$ cat config.mk
export PLATFORM = sky130hd
export DESIGN_NAME = fetch_seq
export DESIGN_NICKNAME = d
export VERILOG_FILES = /design/src/rtl/fetch_seq.sv
export SDC_FILE = /design/constraint.sdc
export NUM_CORES = 1
export LEC_CHECK = 0
export ABC_CLOCK_PERIOD_IN_PS = 2800
export CAP_MARGIN = 20
export CORE_MARGIN = 4
export CORE_UTILIZATION = 45
export DETAILED_ROUTE_END_ITERATION = 10
export PLACE_DENSITY = 0.79
export SETUP_SLACK_MARGIN = 0.05
export SLEW_MARGIN = 20
export SYNTH_ARGS = -nofsm -noshare
export SYNTH_HDL_FRONTEND = slang
export SYNTH_SLANG_ARGS = --single-unit
$ cat constraint.sdc
create_clock -name clk -period 2.8 [get_ports clk]
set_input_delay 0.28 -clock clk [delete_from_list [all_inputs] [get_ports clk]]
set_output_delay 0.28 -clock clk [all_outputs]
set_load 0.02 [all_outputs]
$ cat src/rtl/fetch_seq.sv
// fetch_seq: instruction-fetch sequencer owning the architectural PC.
// Issues one outstanding imem request at a time, delivers the
// returned word to decode over a valid/ready handshake, and kills
// wrong-path fetches on redirect.
//
// Ports:
//   clk, rst              clock, synchronous active-high reset
//   redir_valid/redir_pc  PC redirect from next-PC logic
//   imem_req/imem_addr    fetch request and address (= pc)
//   imem_gnt              memory accepts the request
//   imem_rvalid/rdata     returned instruction word
//   if_valid/instr/pc     instruction handed to decode
//   if_ready              decode accepts the instruction
//   pc                    current fetch PC register
//
// Build option: define FETCH_DELAY_SLOT_EN for MIPS delay-slot
// semantics (redirects are deferred until the in-flight or held
// fetch has been handed to decode; nothing is killed).

module fetch_seq #(
    parameter logic [31:0] RESET_PC = 32'h0000_3000
) (
    input  logic        clk,
    input  logic        rst,
    input  logic        redir_valid,
    input  logic [31:0] redir_pc,
    output logic        imem_req,
    output logic [31:0] imem_addr,
    input  logic        imem_gnt,
    input  logic        imem_rvalid,
    input  logic [31:0] imem_rdata,
    output logic        if_valid,
    output logic [31:0] if_instr,
    output logic [31:0] if_pc,
    input  logic        if_ready,
    output logic [31:0] pc
);

    typedef enum logic [1:0] {
        S_IDLE,
        S_REQ,
        S_WAIT,
        S_HOLD
    } state_t;

    state_t      state;
    logic [31:0] req_pc;
    logic [31:0] redir_tgt;

`ifdef FETCH_DELAY_SLOT_EN
    logic        pend_valid;
    logic [31:0] pend_pc;
`else
    logic        kill;
`endif

    // Targets are always word aligned.
    assign redir_tgt = {redir_pc[31:2], 2'b00};

    // The address is the PC itself, so it stays stable while
    // the request waits for a grant.
    assign imem_addr = pc;

    always_ff @(posedge clk) begin
        if (rst) begin
            state    <= S_IDLE;
            pc       <= RESET_PC;
            imem_req <= 1'b0;
            if_valid <= 1'b0;
            if_instr <= 32'h0;
            if_pc    <= 32'h0;
            req_pc   <= 32'h0;
`ifdef FETCH_DELAY_SLOT_EN
            pend_valid <= 1'b0;
            pend_pc    <= 32'h0;
`else
            kill     <= 1'b0;
`endif
        end else begin
            unique case (state)
                S_IDLE: begin
                    if (redir_valid)
                        pc <= redir_tgt;
                    state    <= S_REQ;
                    imem_req <= 1'b1;
                end

                S_REQ: begin
`ifdef FETCH_DELAY_SLOT_EN
                    if (redir_valid) begin
                        pend_valid <= 1'b1;
                        pend_pc    <= redir_tgt;
                    end
                    if (imem_gnt) begin
                        req_pc   <= pc;
                        pc       <= pc + 32'd4;
                        state    <= S_WAIT;
                        imem_req <= 1'b0;
                    end
`else
                    if (redir_valid) begin
                        pc <= redir_tgt;
                        // Granted fetch is wrong-path now.
                        if (imem_gnt) begin
                            req_pc   <= pc;
                            kill     <= 1'b1;
                            state    <= S_WAIT;
                            imem_req <= 1'b0;
                        end
                    end else if (imem_gnt) begin
                        req_pc   <= pc;
                        pc       <= pc + 32'd4;
                        state    <= S_WAIT;
                        imem_req <= 1'b0;
                    end
`endif
                end

                S_WAIT: begin
`ifdef FETCH_DELAY_SLOT_EN
                    if (redir_valid) begin
                        pend_valid <= 1'b1;
                        pend_pc    <= redir_tgt;
                    end
                    if (imem_rvalid) begin
                        if_instr <= imem_rdata;
                        if_pc    <= req_pc;
                        if_valid <= 1'b1;
                        state    <= S_HOLD;
                    end
`else
                    if (imem_rvalid) begin
                        if (redir_valid || kill) begin
                            if (redir_valid)
                                pc <= redir_tgt;
                            kill     <= 1'b0;
                            state    <= S_REQ;
                            imem_req <= 1'b1;
                        end else begin
                            if_instr <= imem_rdata;
                            if_pc    <= req_pc;
                            if_valid <= 1'b1;
                            state    <= S_HOLD;
                        end
                    end else if (redir_valid) begin
                        pc   <= redir_tgt;
                        kill <= 1'b1;
                    end
`endif
                end

                S_HOLD: begin
`ifdef FETCH_DELAY_SLOT_EN
                    if (if_ready) begin
                        if_valid <= 1'b0;
                        state    <= S_REQ;
                        imem_req <= 1'b1;
                        // A fresh redirect beats a pending one.
                        if (redir_valid) begin
                            pc         <= redir_tgt;
                            pend_valid <= 1'b0;
                        end else if (pend_valid) begin
                            pc         <= pend_pc;
                            pend_valid <= 1'b0;
                        end
                    end else if (redir_valid) begin
                        pend_valid <= 1'b1;
                        pend_pc    <= redir_tgt;
                    end
`else
                    // Redirect drops the held word even if
                    // decode is accepting it this cycle.
                    if (redir_valid) begin
                        if_valid <= 1'b0;
                        pc       <= redir_tgt;
                        state    <= S_REQ;
                        imem_req <= 1'b1;
                    end else if (if_ready) begin
                        if_valid <= 1'b0;
                        state    <= S_REQ;
                        imem_req <= 1'b1;
                    end
`endif
                end
            endcase
        end
    end

endmodule

==> results of run 1 <==
registers in the layout, summed over array words and instances, names as in the netlist:
name	count
if_valid	1
imem_addr	30
kill	1
req_pc	30
if_instr	32
state	2
imem_req	1
if_pc	30
how the worst max path moves through the flow:
stage | slack (ns) | to | depth (start not counted) | from
after global routing | 0.41 | imem_addr[28] | 5 | imem_addr[11]
after CTS | 0.55 | imem_addr[28] | 5 | imem_addr[11]
after global placement | 0.45 | if_pc[6] | 6 | redir_valid
after detailed placement | 0.38 | if_instr[15] | 6 | redir_valid
after floorplan | 0.49 | imem_addr[24] | 6 | imem_addr[2]
final | 0.51 | imem_addr[28] | 5 | imem_addr[11]
worst max-delay path: stages (launching register included):
cell and delay, ns:
dfxtp_1 0.54, nand3_2 0.23, or4_4 0.58, nor3_2 0.37, nand3_1 0.17, o311ai_2 0.29
Yosys cell counts, types with 4 or more instances:
cell type	n	area [um^2]
dfxtp_1	127	2540
ha_1	5	62.6
nand2_1	224	841
a31oi_1	9	56.3
nor4_1	7	43.8
nor3_1	6	30.0
inv_1	10	37.5
nand4_1	7	43.8
buf_4	36	270
a311oi_1	4	35.0
o22ai_1	6	37.5
a21oi_1	111	556
nor2_1	24	90.1
o31ai_1	4	30.0
nand3_1	16	80.1
buf_1	7	26.3
and2_1	11	68.8
mux2i_1	4	40.0
clkbuf_1	43	161
o21ai_0	17	85.1
cell families after synthesis:
group           count (synthesis)  share of synthesized area
flops                         127                      0.447
compound gates                183                      0.190
other cells                     1                   0.000659
fa+ha+maj                       5                     0.0110
mux                             5                    0.00902
simple gates                  322                      0.254
buf+inv                        97                     0.0880
final cells by class:
type	count	area, um^2	share of cell area
clock inverters	6	85.1	0.0105
repair buffers	215	2090	0.257
well taps	168	210	0.0258
flip-flops and latches	127	2540	0.312
inverters	10	37.5	0.00461
clock buffers	23	478	0.0587
multi-input cells	521	2700	0.331
per-layer routing:
| layer | wire, um | track usage | vias to the layer above |
|---|---|---|---|
| met5 | 0 | 0 | - |
| met2 | 7850 | 0.369 | 204 |
| met1 | 7320 | 0.297 | 2571 |
| met3 | 1200 | 0.0645 | 25 |
| li1 | - | - | 2789 |
| met4 | 319 | 0.0836 | 0 |
through the flow:
stage	power, W	area [um^2]	instances	hold slack (ns)	util
6_report	0.00471	8140	1070	0.302	0.667
5_1_grt	0.00486	8140	1070	0.324	0.667
4_1_cts	0.00473	8140	1070	0.291	0.667
3_5_place_dp	0.00262	7580	1041	0.443	0.620
3_3_place_gp	0.00261	7580	1041	0.439	0.620
2_1_floorplan	0.00233	5710	745	0.396	-
power by group through the flow:
stage	Combinational (W)	Clock, W	Sequential (W)
final	0.000646	0.00212	0.00194
after global routing	0.000695	0.00222	0.00195
after CTS	0.000646	0.00215	0.00194
after detailed placement	0.000641	0	0.00198
after global placement	0.000638	0	0.00197
after floorplan	0.000321	0	0.00201
==> impl_metrics.json, run 1 <==
{
  "core_area_um2": 12200,
  "wl_per_cell_um": 15.6,
  "rows": 40,
  "io_pins": 200,
  "finalMaxSlewViolations": 0,
  "pwr-share-seq": 0.412,
  "insertion_delay_ns": 0.42,
  "dr.pass1.iters": 6,
  "io_buffers": 191,
  "syn-cell-area_um2": 5690,
  "setup_slack_ns": 0.509,
  "end_kind": "flop",
  "grt-ovfl-total": 0,
  "worstPathArrival_ns": 2.61,
  "drt_iter0_drc": 520,
  "grt_usage": 0.230,
  "synth_ff_type": "dfxtp_1",
  "min_path_cells": 2,
  "p_per_area_nw_per_um2": 578,
  "initial_utilization": 0.466,
  "grt_pass1_vias": 5256,
  "dp_hpwl_um": 11300,
  "hold_path.class": "in -> reg",
  "fin_crit_sh": 0.818,
  "ir_worst_vdd_uv": 361,
  "root_buffer": "clkbuf_16",
  "setup_violations": 0,
  "synth_cell_types": 60,
  "area_growth_pct": 43.1,
  "p_leak_nw": 2.85,
  "cap_violations": 0,
  "ys_warn_count": 0,
  "ys_seq_elements": 127,
  "cts.sink_count": 127,
  "r2r-start": "imem_addr[11]",
  "htree_levels": 4,
  "viasPerCell": 5.22,
  "hold_end": "imem_addr[2]",
  "finalWeightedCongestion": 0.832,
  "switching_share": 0.251,
  "maxSlewHeadroom": 0.532,
  "wl_um": 16700,
  "min_from": "rst",
  "grt_setup_unrepaired": "false",
  "cts_buffers": 17,
  "worstPathRequired_ns": 3.12,
  "cts_tree": "done",
  "drive_gt1_frac": 0.0765,
  "r2r_setup_slack_ns": 0.51,
  "grt_pass1_wl_um": 26900,
  "cts_resized": 0,
  "async_flop_share": 0,
  "clock.fmax_mhz": 437,
  "worst_pin_slew_ns": 0.701,
  "status": "complete, no violations",
  "p_int_w": 0.00353,
  "synth.avg_cell_area_um2": 7.68,
  "layout_common_cells": "224 x nand2_1, 190 x clkdlybuf4s50_1, 127 x dfxtp_1",
  "pwr-share-comb": 0.137,
  "cp_max_fo": 9,
  "place_ws_ns": 0.376,
  "path_class": "reg -> reg",
  "synth_edf_count": 0,
  "clockPowerShare": 0.451,
  "cts_buffer_depth": 2,
  "reg2regPathDepth": 5,
  "dieArea_um2": 14500,
  "min_period_ns": 2.29,
  "via_count": 5589,
  "r2r-end": "imem_addr[28]",
  "final_antenna_net_count": 0,
  "ys_seq_area_frac": 0.447,
  "cts.reportedPaths.clkPinSlew_ns": 0.05,
  "antenna_cells": 0,
  "cts_setup_buffers": 0,
  "antenna_found_initial": 0,
  "final_common_cell": "nand2_1",
  "die_w_um": 120,
  "finalHoldViolations": 0,
  "fill_cells": 1064,
  "fp.dieH_um": 120,
  "cts_hold_buf": 0,
  "start_kind": "flop",
  "power.switching_w": 0.00118,
  "grt_start_max_net_pins": 63,
  "nets": 967,
  "fin_tns_setup_ns": 0,
  "fin_skew_ns": 0.00531,
  "synthCells": 740,
  "drc": 0
}
(Power assumes the default switching activity.)
==> run 2, diff against run 1 <==
--- a/config.mk
+++ b/config.mk
@@ -5,12 +5,12 @@
 export SDC_FILE = /design/constraint.sdc
 export NUM_CORES = 1
 export LEC_CHECK = 0
-export ABC_CLOCK_PERIOD_IN_PS = 2800
+export ABC_CLOCK_PERIOD_IN_PS = 2100
 export CAP_MARGIN = 20
 export CORE_MARGIN = 4
-export CORE_UTILIZATION = 45
+export CORE_UTILIZATION = 41
 export DETAILED_ROUTE_END_ITERATION = 10
-export PLACE_DENSITY = 0.79
+export PLACE_DENSITY = 0.76
 export SETUP_SLACK_MARGIN = 0.05
 export SLEW_MARGIN = 20
 export SYNTH_ARGS = -nofsm -noshare
==> constraint.sdc (replaced) <==
create_clock -name clk -period 2.1 [get_ports clk]
set_input_delay 0.21 -clock clk [delete_from_list [all_inputs] [get_ports clk]]
set_output_delay 0.21 -clock clk [all_outputs]
set_load 0.02 [all_outputs]
==> run 2 against run 1 <==
Cell count grew 4.7%. Largest power group unchanged. Clock power is 37% higher. Largest cell class unchanged. Design area increased by 5.3%. Worst hold slack gained 0.026 ns.
==> impl_metrics.json, run 2 (same netlist as run 1, synthesis figures left out) <==
{
  "status": "complete, no violations",
  "finish.utilization": 0.640,
  "antenna_found_initial": 0,
  "dr.pass1.iters": 5,
  "finalMaxSlewViolations": 0,
  "drive_gt1_frac": 0.132,
  "io_pins": 200,
  "drc": 0,
  "grt_pass1_vias": 5240,
  "grt_usage": 0.212,
  "viasPerCell": 5.15,
  "final_common_cell": "nand2_1",
  "cts.sink_count": 127,
  "final_antenna_net_count": 0,
  "cap_violations": 0,
  "grt_pass1_wl_um": 27200,
  "cts_hold_buf": 0,
  "hold_path.class": "in -> reg",
  "dieArea_um2": 15800,
  "hold_slack_ns": 0.328,
  "top_register": "if_instr",
  "p_leak_nw": 3.11,
  "pwr-share-seq": 0.397,
  "rows": 42,
  "grt_setup_unrepaired": "true",
  "wl_met3_um": 1300,
  "cts_buffer_depth": 2,
  "drt_iter0_drc": 452,
  "end_kind": "flop",
  "total_power_w": 0.00644,
  "slowest_stage": "or4_4",
  "die_w_um": 126,
  "critical_path.cell_chain": "ha_4 -> nand4_4 -> or4_4 -> nor3_4 -> a21oi_2 -> a311o_1",
  "wl_um": 17500,
  "finalHoldViolations": 0,
  "nets": 1007,
  "wl_per_cell_um": 15.6,
  "finalWeightedCongestion": 0.859,
  "start_kind": "flop",
  "htree_levels": 4,
  "layout_common_cells": "224 x nand2_1, 190 x clkdlybuf4s50_1, 121 x dfxtp_1",
  "power.switching_w": 0.00164,
  "pwr-share-comb": 0.151,
  "fp.dieH_um": 126,
  "cts_tree": "done",
  "path_class": "reg -> reg",
  "area_growth_pct": 50.8,
  "clockPowerShare": 0.452,
  "stdcell_area_um2": 8570,
  "place_area_um2": 7900,
  "ir_worst_vdd_uv": 465,
  "root_buffer": "clkbuf_16",
  "highest_layer": "met4",
  "cts_buffers": 17,
  "cpPeakStageDelay_ns": 0.54,
  "critical_path_buf_inv_count": 0,
  "setup_violations": 0,
  "p_per_area_nw_per_um2": 751,
  "grt-ovfl-total": 0,
  "clock.fmax_mhz": 508,
  "cp_max_fo": 6,
  "initial_utilization": 0.424,
  "io_buffers": 191,
  "min_period_ns": 1.97,
  "core_area_um2": 13400,
  "insertion_delay_ns": 0.41,
  "met2_length_um": 8190,
  "worstPathRequired_ns": 2.40,
  "largest_reg_flops": 32,
  "cts.reportedPaths.clkPinSlew_ns": 0.05,
  "worst_pin_slew_ns": 0.503,
  "switching_share": 0.254,
  "dp_hpwl_um": 12100,
  "worstPathArrival_ns": 2.27,
  "wl_met1_um": 7660,
  "fin_skew_ns": 0.00451,
  "cpLargestDelayFamily": "simple AND/OR/NAND/NOR gates",
  "fin_crit_sh": 0.937,
  "p_int_w": 0.00481,
  "via_count": 5773,
  "antenna_cells": 0,
  "maxSlewHeadroom": 0.665,
  "grt_start_max_net_pins": 63
}
==> run 2: cell types whose count changed in the layout (fill, tap and decap cells not counted), sizes merged <==
cell,before,now
clkinv,2,5
buf,25,65
clkbuf,23,21
inv,10,11
==> run 2: cell type report <==
type	instances	area, um^2
clock buffers	21	480
flip-flops and latches	127	2550
clock inverters	10	110
multi-input cells	521	2770
inverters	10	37.5
well taps	176	220
fillers	1153	4830
repair buffers	255	2410
==> run 2: per-layer routing <==
metal	vias up	track usage
met5	-	0
met4	0	0.0763
met3	25	0.0546
met2	215	0.336
met1	2664	0.280
li1	2869	-
==> run 2: metrics by stage <==
stage / setup TNS, ns / instances / setup WS, ns
floorplan: 0 / 745 / 0.0336
global placement: 0 / 1085 / 0.00753
detailed placement: -0.457 / 1085 / -0.0312
CTS: 0 / 1116 / 0.0372
global route: 0 / 1120 / 0.0239
finish: 0 / 1120 / 0.132
==> run 2: power by group through the flow <==
stage               registers [W]  clock network, W  logic (W)
CTS                       0.00255           0.00295   0.000964
global route              0.00257           0.00305    0.00104
floorplan                 0.00268                 0   0.000429
global placement          0.00260                 0   0.000949
finish                    0.00256           0.00291   0.000974
detailed placement        0.00260                 0   0.000958
==> run 2: final timing paths <==
kind	endpoint	startpoint	slack, ns	cells past startpoint
setup / recovery	imem_addr[24]	imem_addr[2]	0.13	6
hold / removal	imem_addr[28]	rst	0.33	4
setup reg to reg	imem_addr[24]	imem_addr[2]	0.13	6
hold reg to reg	if_instr[22]	if_instr[22]	0.45	2
==> run 2: repair_timing <==
action,in CTS,in global routing
resized for setup,1,8
buffers inserted,0,4
pin swaps,3,4
endpoints found under the setup margin,3,29
==> run 2: worst register-to-register path, stage by stage (launching register included) <==
cell,delay [ns]
dfxtp_4,0.36
ha_4,0.15
nand4_4,0.10
or4_4,0.54
nor3_4,0.33
a21oi_2,0.10
a311o_1,0.27
